`src/rtl/shift_reg_sched_if.sv`:
```
// Bundle of the requester-side and serial-consumer-side signals of
// shift_reg_sched.
//   req       : per-requester request level
//   req_data  : requester i's word at [i*WIDTH +: WIDTH]
//   gnt       : one-hot grant pulse
//   ser_out   : current beat (top STEP bits of the shared register)
//   ser_valid : beat valid
//   ser_ready : consumer accepts beat
//   ser_last  : final beat of the word
//   ser_id    : requester owning the current word
//   busy      : word in progress
// master: the surrounding logic (requesters plus consumer).
// slave: the scheduler itself.
interface shift_reg_sched_if #(
  parameter int WIDTH = 32,
  parameter int STEP  = 8,
  parameter int NREQ  = 4
);
  localparam int IDW = (NREQ > 1) ? $clog2(NREQ) : 1;

  logic [NREQ-1:0]       req;
  logic [NREQ*WIDTH-1:0] req_data;
  logic [NREQ-1:0]       gnt;
  logic [STEP-1:0]       ser_out;
  logic                  ser_valid;
  logic                  ser_ready;
  logic                  ser_last;
  logic [IDW-1:0]        ser_id;
  logic                  busy;

  modport master (
    output req, req_data, ser_ready,
    input  gnt, ser_out, ser_valid, ser_last, ser_id, busy
  );

  modport slave (
    input  req, req_data, ser_ready,
    output gnt, ser_out, ser_valid, ser_last, ser_id, busy
  );
endinterface

```
`src/rtl/shift_reg_sched.sv`:
```
// Round-robin scheduler sharing one WIDTH-bit shift-register serializer
// among NREQ requesters. The granted word is loaded into the shared register
// and shifted out STEP bits per beat, MSB-first, under valid/ready.
// All registers update on the falling edge of clk. The reset is synchronous
// and active-high.
// Ports:
//   clk : clock (negative-edge datapath)
//   rst : synchronous active-high reset
//   bus : shift_reg_sched_if.slave (req/req_data/gnt and the ser_* stream)
module shift_reg_sched #(
  parameter int WIDTH = 32,
  parameter int STEP  = 8,
  parameter int NREQ  = 4
) (
  input  logic             clk,
  input  logic             rst,
  shift_reg_sched_if.slave bus
);
  localparam int BEATS = WIDTH / STEP;
  localparam int IDW   = (NREQ > 1) ? $clog2(NREQ) : 1;
  localparam int BW    = (BEATS > 1) ? $clog2(BEATS) : 1;
  localparam logic [BW-1:0] LAST_BEAT = BW'(BEATS - 1);
  localparam logic [IDW:0]  NREQ_W    = (IDW + 1)'(NREQ);

  typedef enum logic {IDLE = 1'b0, SHIFT = 1'b1} state_t;

  state_t           state_reg, state_next;
  logic [WIDTH-1:0] sreg_reg, sreg_next;
  logic [BW-1:0]    beat_reg, beat_next;
  logic [IDW-1:0]   ptr_reg, ptr_next;
  logic [IDW-1:0]   id_reg, id_next;
  logic [NREQ-1:0]  gnt_reg, gnt_next;

  // Arbitration: rotate req so that bit 0 is the requester at ptr, find the
  // lowest set bit of the rotated vector, then add ptr back (mod NREQ).
  logic [NREQ-1:0]           req_rot;
  logic [NREQ-1:0]           pick;
  logic [NREQ:0][IDW-1:0]    off_acc;
  logic [IDW:0]              win_sum;
  logic [IDW-1:0]            win;
  logic [IDW-1:0]            win_inc;
  logic                      any_req;
  logic                      last_beat;
  logic [WIDTH-1:0]          word_arr [NREQ];

  assign off_acc[0] = '0;

  for (genvar gi = 0; gi < NREQ; gi++) begin : g_req
    logic [NREQ-1:0] hit;
    for (genvar pj = 0; pj < NREQ; pj++) begin : g_rot
      assign hit[pj] = (ptr_reg == IDW'(pj)) & bus.req[(pj + gi) % NREQ];
    end
    assign req_rot[gi] = |hit;

    if (gi == 0) begin : g_first
      assign pick[gi] = req_rot[gi];
    end else begin : g_rest
      assign pick[gi] = req_rot[gi] & ~(|req_rot[gi-1:0]);
    end

    // pick is one-hot (or zero), so OR-ing the offsets selects the winner.
    assign off_acc[gi+1] = off_acc[gi] | (pick[gi] ? IDW'(gi) : '0);
    assign word_arr[gi]  = bus.req_data[gi*WIDTH +: WIDTH];
  end

  assign any_req   = |bus.req;
  assign win_sum   = {1'b0, ptr_reg} + {1'b0, off_acc[NREQ]};
  assign win       = (win_sum >= NREQ_W) ? IDW'(win_sum - NREQ_W) : win_sum[IDW-1:0];
  assign win_inc   = (win == IDW'(NREQ - 1)) ? '0 : win + IDW'(1);
  assign last_beat = (beat_reg == LAST_BEAT);

  // State register
  always_ff @(negedge clk) begin
    if (rst) begin
      state_reg <= IDLE;
      sreg_reg  <= '0;
      beat_reg  <= '0;
      ptr_reg   <= '0;
      id_reg    <= '0;
      gnt_reg   <= '0;
    end else begin
      state_reg <= state_next;
      sreg_reg  <= sreg_next;
      beat_reg  <= beat_next;
      ptr_reg   <= ptr_next;
      id_reg    <= id_next;
      gnt_reg   <= gnt_next;
    end
  end

  // Next-state logic
  always_comb begin
    state_next = state_reg;
    sreg_next  = sreg_reg;
    beat_next  = beat_reg;
    ptr_next   = ptr_reg;
    id_next    = id_reg;
    gnt_next   = '0;
    case (state_reg)
      IDLE: begin
        if (any_req) begin
          state_next = SHIFT;
          sreg_next  = word_arr[win];
          beat_next  = '0;
          ptr_next   = win_inc;
          id_next    = win;
          gnt_next   = NREQ'(1) << win;
        end
      end
      SHIFT: begin
        if (bus.ser_ready) begin
          if (last_beat) begin
            // Clearing sreg and id keeps ser_out/ser_id at zero while idle.
            state_next = IDLE;
            sreg_next  = '0;
            beat_next  = '0;
            id_next    = '0;
          end else begin
            sreg_next = sreg_reg << STEP;
            beat_next = beat_reg + BW'(1);
          end
        end
      end
      default: state_next = IDLE;
    endcase
  end

  // Output decode: every output is a function of registered state only.
  always_comb begin
    bus.gnt       = gnt_reg;
    bus.ser_out   = sreg_reg[WIDTH-1 -: STEP];
    bus.ser_valid = (state_reg == SHIFT);
    bus.busy      = (state_reg == SHIFT);
    bus.ser_last  = (state_reg == SHIFT) && last_beat;
    bus.ser_id    = id_reg;
  end
endmodule

```
`src/flat_wrapper.sv`:
```
// flat-port wrapper written by rule: the top's interface ports become plain ports
module shift_reg_sched_flat 
#(
  parameter int WIDTH = 32,
  parameter int STEP  = 8,
  parameter int NREQ  = 4
)
  (clk, rst, bus_req, bus_req_data, bus_ser_ready, bus_gnt, bus_ser_out, bus_ser_valid, bus_ser_last, bus_ser_id, bus_busy);
  shift_reg_sched_if #(.WIDTH(WIDTH), .STEP(STEP), .NREQ(NREQ)) bus_i ();
  input  logic clk;
  input  logic rst;
  input wire logic [$bits(bus_i.req)-1:0] bus_req;
  input wire logic [$bits(bus_i.req_data)-1:0] bus_req_data;
  input wire logic [$bits(bus_i.ser_ready)-1:0] bus_ser_ready;
  output wire logic [$bits(bus_i.gnt)-1:0] bus_gnt;
  output wire logic [$bits(bus_i.ser_out)-1:0] bus_ser_out;
  output wire logic [$bits(bus_i.ser_valid)-1:0] bus_ser_valid;
  output wire logic [$bits(bus_i.ser_last)-1:0] bus_ser_last;
  output wire logic [$bits(bus_i.ser_id)-1:0] bus_ser_id;
  output wire logic [$bits(bus_i.busy)-1:0] bus_busy;
  assign bus_i.req = bus_req;
  assign bus_i.req_data = bus_req_data;
  assign bus_i.ser_ready = bus_ser_ready;
  assign bus_gnt = bus_i.gnt;
  assign bus_ser_out = bus_i.ser_out;
  assign bus_ser_valid = bus_i.ser_valid;
  assign bus_ser_last = bus_i.ser_last;
  assign bus_ser_id = bus_i.ser_id;
  assign bus_busy = bus_i.busy;
  shift_reg_sched #(.WIDTH(WIDTH), .STEP(STEP), .NREQ(NREQ)) u_core (.clk(clk), .rst(rst), .bus(bus_i));
endmodule
```
`config.mk`:
```
export PLATFORM = sky130hd
export DESIGN_NAME = shift_reg_sched_flat
export DESIGN_NICKNAME = d
export VERILOG_FILES = /design/src/rtl/shift_reg_sched_if.sv /design/src/rtl/shift_reg_sched.sv /design/src/flat_wrapper.sv
export SDC_FILE = /design/constraint.sdc
export NUM_CORES = 1
export LEC_CHECK = 0
export BUFFER_PORTS_ARGS = -buffer_cell sky130_fd_sc_hd__buf_2
export CAP_MARGIN = 20
export CORE_MARGIN = 2
export CORE_UTILIZATION = 25
export CTS_CLUSTER_SIZE = 10
export DETAILED_ROUTE_END_ITERATION = 10
export PLACE_DENSITY = 0.55
export SLEW_MARGIN = 20
export SYNTH_ARGS = -nofsm -noshare
export SYNTH_HDL_FRONTEND = slang
export SYNTH_SLANG_ARGS = --single-unit
```
`constraint.sdc`:
```
create_clock -name clk -period 9.2 [get_ports clk]
set_input_delay 1.84 -clock clk [delete_from_list [all_inputs] [get_ports clk]]
set_output_delay 1.84 -clock clk [all_outputs]
set_load 0.05 [all_outputs]
```
==> results_dict.tcl, run 1 <==
set metrics [dict create \
    finalNonFillerCells 719 \
    place_congestion 0.7750 \
    ant_nets 0 \
    synth_nets 527 \
    syn_area_um2 3178 \
    cp.arrival_ps 4500 \
    status "finished, final reports clean" \
    grt_pass1_vias 3222 \
    synth_area_per_cell_um2 8.149 \
    synth-seq-cells 43 \
    die_area_um2 13630 \
    yosys_warnings 0 \
    switching_share_pct 42.68 \
    vias 3469 \
    coreArea_um2 12520 \
    fin_skew_ps 19.57 \
    hp-class "register to register" \
    synth_cells 390 \
    holdBufCountCts 0 \
    p_leak_uw 0.002102 \
    antenna_found_initial 0 \
    core.rowCount 41 \
    numCtsBuffers 5 \
    cp-end-kind "register" \
    route.detailed.drc 0 \
    clk_latency_ps 370 \
    grt_max_degree 70 \
    first_iter_violations 96 \
    start_util_pct 25.39 \
    wl_um 10010 \
    cts.sinks 43 \
    critPathMaxFanout 42 \
    hold_ws_ps 464.7 \
    power_frac_seq_pct 24.7 \
    finalSetupViolations 0 \
    clockBufferDepth 2 \
    yosysUniqueCellTypes 38 \
    clock_tree.root_cell "clkbuf_16" \
    synth_top_area_share_pct 27.09 \
    post-cts-setup-buffer-count 0 \
    path_clk_slew_ps 30 \
    power_frac_comb_pct 49.6 \
    ir_drop_v 0.00009888 \
    dpl.hpwl_um 7184 \
    rrSetupSlack_ps 6070 \
    cts_tree "yes" \
    ys_top_cells_by_area "dfxtp_1 27%, mux2i_1 18%, nor2_1 6.6%, a311oi_1 6.6%, or4_1 5.9%" \
    cp_num_buf_inv 3 \
    clockPowerShare_pct 25.7 \
    hold_viol_final 0 \
    htree_num_levels 2 \
    p_int_uw 608.9 \
    port_buffers 151 \
    yosysSeqAreaShare_pct 27.09 \
    diodes 0 \
    switching_power_uw 453.3 \
    die_x_um 116.8 \
    cp_num_cells 12 \
    critical_path_class "input pin to register" \
    start_kind "input pin" \
    cp_top_family "compound AO/OA/AOI/OAI gates" \
    hold_depth 1 \
    path_cells "buf_2 > inv_1 > nor2_1 > a21oi_1 > a2bb2oi_1 > a21oi_1 > ha_4 > xor2_1 > a31oi_4 > buf_4 > o21ai_0 > a311oi_1" \
    synth_top_area_cell "dfxtp_1" \
    die_h_um 116.8 \
    largest_register_ffs 32 \
    dpl.cell_count 669 \
    grt_pass1_wl_um 14800 \
    num-nets-final 683 \
    wire_per_inst_um 13.92 \
    io_pins 152 \
    firstDrtPassIters 4 \
    grt_remaining_overflow 0 \
    syn_to_final_growth_pct 35.12 \
    track_usage_pct 13.72 \
    final_cell_mix "151 x buf_2, 56 x nor2_1, 56 x mux2i_1" \
    slew_headroom_pct 29.06 \
    worst_path_max_delay_cell "a31oi_4" \
    path_common_cell "a21oi_1" \
    final_common_cell "buf_2" \
    worstMarginPinSlew_ps 1059 \
    viasPerCell 4.825 \
    slew_violations 0 \
    final_util_pct 34.31 \
    rsz0062_at_grt "no" \
    cpPeakStageDelay_ps 740 \
    reg2reg_depth 10 \
    cap_violations 0 \
    ctsResizeCount 0 \
    cp.required_ps 4860 \
    drive_above_1_share_pct 33.27 \
    cellPowerDensity_nw_per_um2 247.4 \
]
## power groups by stage
stage                     logic (µW)  clock network [µW]  registers (µW)
after floorplan                  406                29.1             274
after global placement           521                29.1             263
after detailed placement         533                29.1             265
after CTS                        534                 283             262
after global routing             575                 303             268
final                            526                 273             263
## worst paths after layout
path | start | endpoint
worst min-delay path | u_core.sreg_reg[6]$_SDFFE_NP0P_ | u_core.sreg_reg[6]$_SDFFE_NP0P_
worst max-delay path | bus_req[0] | u_core.sreg_reg[22]$_SDFFE_NP0P_
worst max register to register | u_core.ptr_reg[1]$_SDFFE_NP0P_ | u_core.sreg_reg[22]$_SDFFE_NP0P_
worst min register to register | u_core.sreg_reg[6]$_SDFFE_NP0P_ | u_core.sreg_reg[6]$_SDFFE_NP0P_
## final cells by class
type                    count  area (µm²)
fillers                  1332        8223
multi-input cells         296        2066
flip-flops and latches     43       862.1
repair buffers            156       818.3
well taps                 172       215.2
clock inverters            46       203.9
clock buffers               5       125.1
inverters                   1       3.754
## stage by stage
step           total power (µW)  area [µm²]  TNS (ps)  worst slack (ps)
6_report                   1062        4294         0             362.1
2_1_floorplan             709.0        3178         0             444.5
5_1_grt                    1146        4294         0             65.52
3_3_place_gp              812.6        3969         0             162.2
3_5_place_dp              827.0        3969    -19.71            -17.70
4_1_cts                    1080        4294         0             359.5
## Yosys cell counts (all sizes together)
library cell / n
o211ai: 1
nor4: 2
or2: 2
a21oi: 32
o21ai: 40
mux2i: 57
a311oi: 24
a2bb2oi: 1
nor3b: 4
dfxtp: 43
nor3: 2
or4: 25
clkbuf: 23
and2: 1
and4: 1
and3b: 2
or3: 9
xor2: 1
inv: 2
a31oi: 1
nor2: 57
ha: 2
mux2: 9
nor2b: 3
nand2b: 1
a32o: 8
a31o: 1
nand2: 7
buf: 26
nand3: 3
## cells by family (layout without fill, tap and decap cells)
family | Yosys count | count (layout) | synth area share, %
simple gates | 119 | 119 | 19.73
compound gates | 108 | 108 | 22.20
mux | 66 | 66 | 21.54
buf+inv | 51 | 208 | 8.386
flops | 43 | 43 | 27.09
fa+ha+maj | 2 | 2 | 0.7873
xor+xnor | 1 | 1 | 0.2756
## per-layer routing
layer	GRT usage (%)	wire, µm
met1	15.91	4356
met2	24.24	4969
met3	3.684	651
met4	4.941	29
met5	0	0
No activity file was read; power rests on OpenSTA's default activity.
==> inputs of run 2 (changes only) <==
--- a/config.mk
+++ b/config.mk
@@ -12,6 +12,7 @@
 export CTS_CLUSTER_SIZE = 10
 export DETAILED_ROUTE_END_ITERATION = 10
 export PLACE_DENSITY = 0.55
+export SETUP_SLACK_MARGIN = 0.4
 export SLEW_MARGIN = 20
 export SYNTH_ARGS = -nofsm -noshare
 export SYNTH_HDL_FRONTEND = slang
==> run 2 against run 1 <==
First-iteration DRC count rose by 11%. Utilization grew 0.26 points. Clock power about the same. Critical path type unchanged. Count of clock-buffer cells in the layout did not move. Sequential cell count unchanged. Worst hold slack better by 0.60 ps. Total power up 0.93%. Sequential power about the same. Combinational power is 2% higher. Clock skew down 4.7 ps. Die area is the same.
==> results_dict.tcl, run 2 (synthesized netlist as in run 1, its figures left out) <==
set metrics [dict create \
    start_kind "input pin" \
    worstMarginPinSlew_ps 1055 \
    num-nets-final 684 \
    status "finished, final reports clean" \
    dpl.cell_count 669 \
    grt_pass1_vias 3267 \
    drive_above_1_share_pct 33.58 \
    rsz0062_at_grt "yes" \
    diodes 0 \
    fillCellCount 1330 \
    cp.required_ps 4860 \
    start_util_pct 25.39 \
    wl_um 10280 \
    die_h_um 116.8 \
    final_cell_mix "151 x buf_2, 56 x nor2_1, 56 x mux2i_1" \
    viasPerCell 4.872 \
    htree_num_levels 2 \
    wire_per_inst_um 14.28 \
    grt_pass1_wl_um 15240 \
    cts_tree "yes" \
    coreArea_um2 12520 \
    finalNonFillerCells 720 \
    reg2reg_depth 10 \
    hp-class "register to register" \
    cp-end-kind "register" \
    grt_max_degree 70 \
    die_area_um2 13630 \
    p_leak_uw 0.002108 \
    largest_register_ffs 32 \
    port_buffers 151 \
    vias 3508 \
    fin_skew_ps 14.90 \
    cts.sinks 43 \
    clk_latency_ps 360 \
    setup_slack_ps 524.1 \
    grt_remaining_overflow 0 \
    place_congestion 0.7750 \
    first_iter_violations 107 \
    syn_to_final_growth_pct 36.14 \
    cp.arrival_ps 4330 \
    die_x_um 116.8 \
    hold_depth 1 \
    postLayoutCellArea_um2 4327 \
    seq_area_um2 862.1 \
    dpl.hpwl_um 7184 \
    io_pins 152 \
    clockBufferDepth 2 \
    multi_input_area_um2 2086 \
    path_clk_slew_ps 30 \
    antenna_found_initial 0 \
    track_usage_pct 14.17 \
    slew_headroom_pct 29.34 \
    critical_path_class "input pin to register" \
    clock_tree.root_cell "clkbuf_16" \
    cellPowerDensity_nw_per_um2 247.8 \
    final_util_pct 34.57 \
    finalSetupViolations 0 \
    cap_violations 0 \
    dpl_cell_area_um2 3969 \
    critPathMaxFanout 28 \
    numCtsBuffers 5 \
    final_common_cell "buf_2" \
    core.rowCount 41 \
    hold_viol_final 0 \
    route.detailed.drc 0 \
    place_ws_ps -17.70 \
    ir_drop_v 0.0001003 \
    slew_violations 0 \
    firstDrtPassIters 4 \
    ant_nets 0 \
]
## run 2: changes by cell type in the layout (fill, tap and decap cells not counted)
| cell | previous run | this run |
|---|---|---|
| buf_4 | 3 | 2 |
| xor2_2 | 0 | 1 |
| xor2_1 | 1 | 0 |
| a31oi_2 | 0 | 1 |
| buf_12 | 2 | 3 |
## run 2: through the flow
stage / hold slack, ps / power, µW / TNS (ps)
after floorplan: 442.2 / 709.0 / 0
after global placement: 455.5 / 812.6 / 0
after detailed placement: 459.8 / 827.0 / -19.71
after CTS: 467.0 / 1086 / 0
after global routing: 486.1 / 1156 / 0
final: 465.3 / 1072 / 0
## run 2: where the power goes
part           leakage, µW  total, µW  internal (µW)  switching [µW]
clock             0.000314        272            152             120
combinational      0.00144        537            227             310
sequential        0.000356        263            234            29.3
total              0.00211       1070            613             459
## run 2: timing repair
| item | CTS | global route |
|---|---|---|
| buffers inserted | 0 | 0 |
| setup endpoints to repair | 5 | 15 |
| cloned | 1 | 0 |
| hold buffers | 0 | 0 |
| resized for setup | 1 | 3 |
| pin swaps | 0 | 1 |
## run 2: final cells by class
class / instances / area share [%]
repair buffers: 156 / 19.20
inverters: 1 / 0.08676
flip-flops and latches: 43 / 19.92
multi-input cells: 297 / 48.21
clock inverters: 46 / 4.714
clock buffers: 5 / 2.892
well taps: 172 / 4.974
## run 2: worst paths after layout
kind / end / slack, ps / start
worst max-delay path: u_core.sreg_reg[23]$_SDFFE_NP0P_ / 520 / bus_req[0]
worst min-delay path: u_core.sreg_reg[0]$_SDFFE_NP0P_ / 470 / u_core.sreg_reg[0]$_SDFFE_NP0P_
worst max register to register: u_core.sreg_reg[23]$_SDFFE_NP0P_ / 6230 / u_core.ptr_reg[1]$_SDFFE_NP0P_
worst min register to register: u_core.sreg_reg[0]$_SDFFE_NP0P_ / 470 / u_core.sreg_reg[0]$_SDFFE_NP0P_
## run 2: critical path, cell delays in order
cell	delay, ps
buf_2	110
inv_1	80
nor2_1	180
a21oi_1	60
a2bb2oi_1	130
a21oi_1	270
ha_4	180
xor2_2	270
a31oi_4	190
buf_12	270
or4_1	510
a311oi_1	230
## run 2: per-layer routing
metal  up-vias  GRT usage, %  share of wire [%]
met5         -             0                  0
met4         0         5.098                1.1
met3         6         3.684                6.8
met2       130         25.20                 49
met1      1596         16.36                 43
li1       1776             -                  -
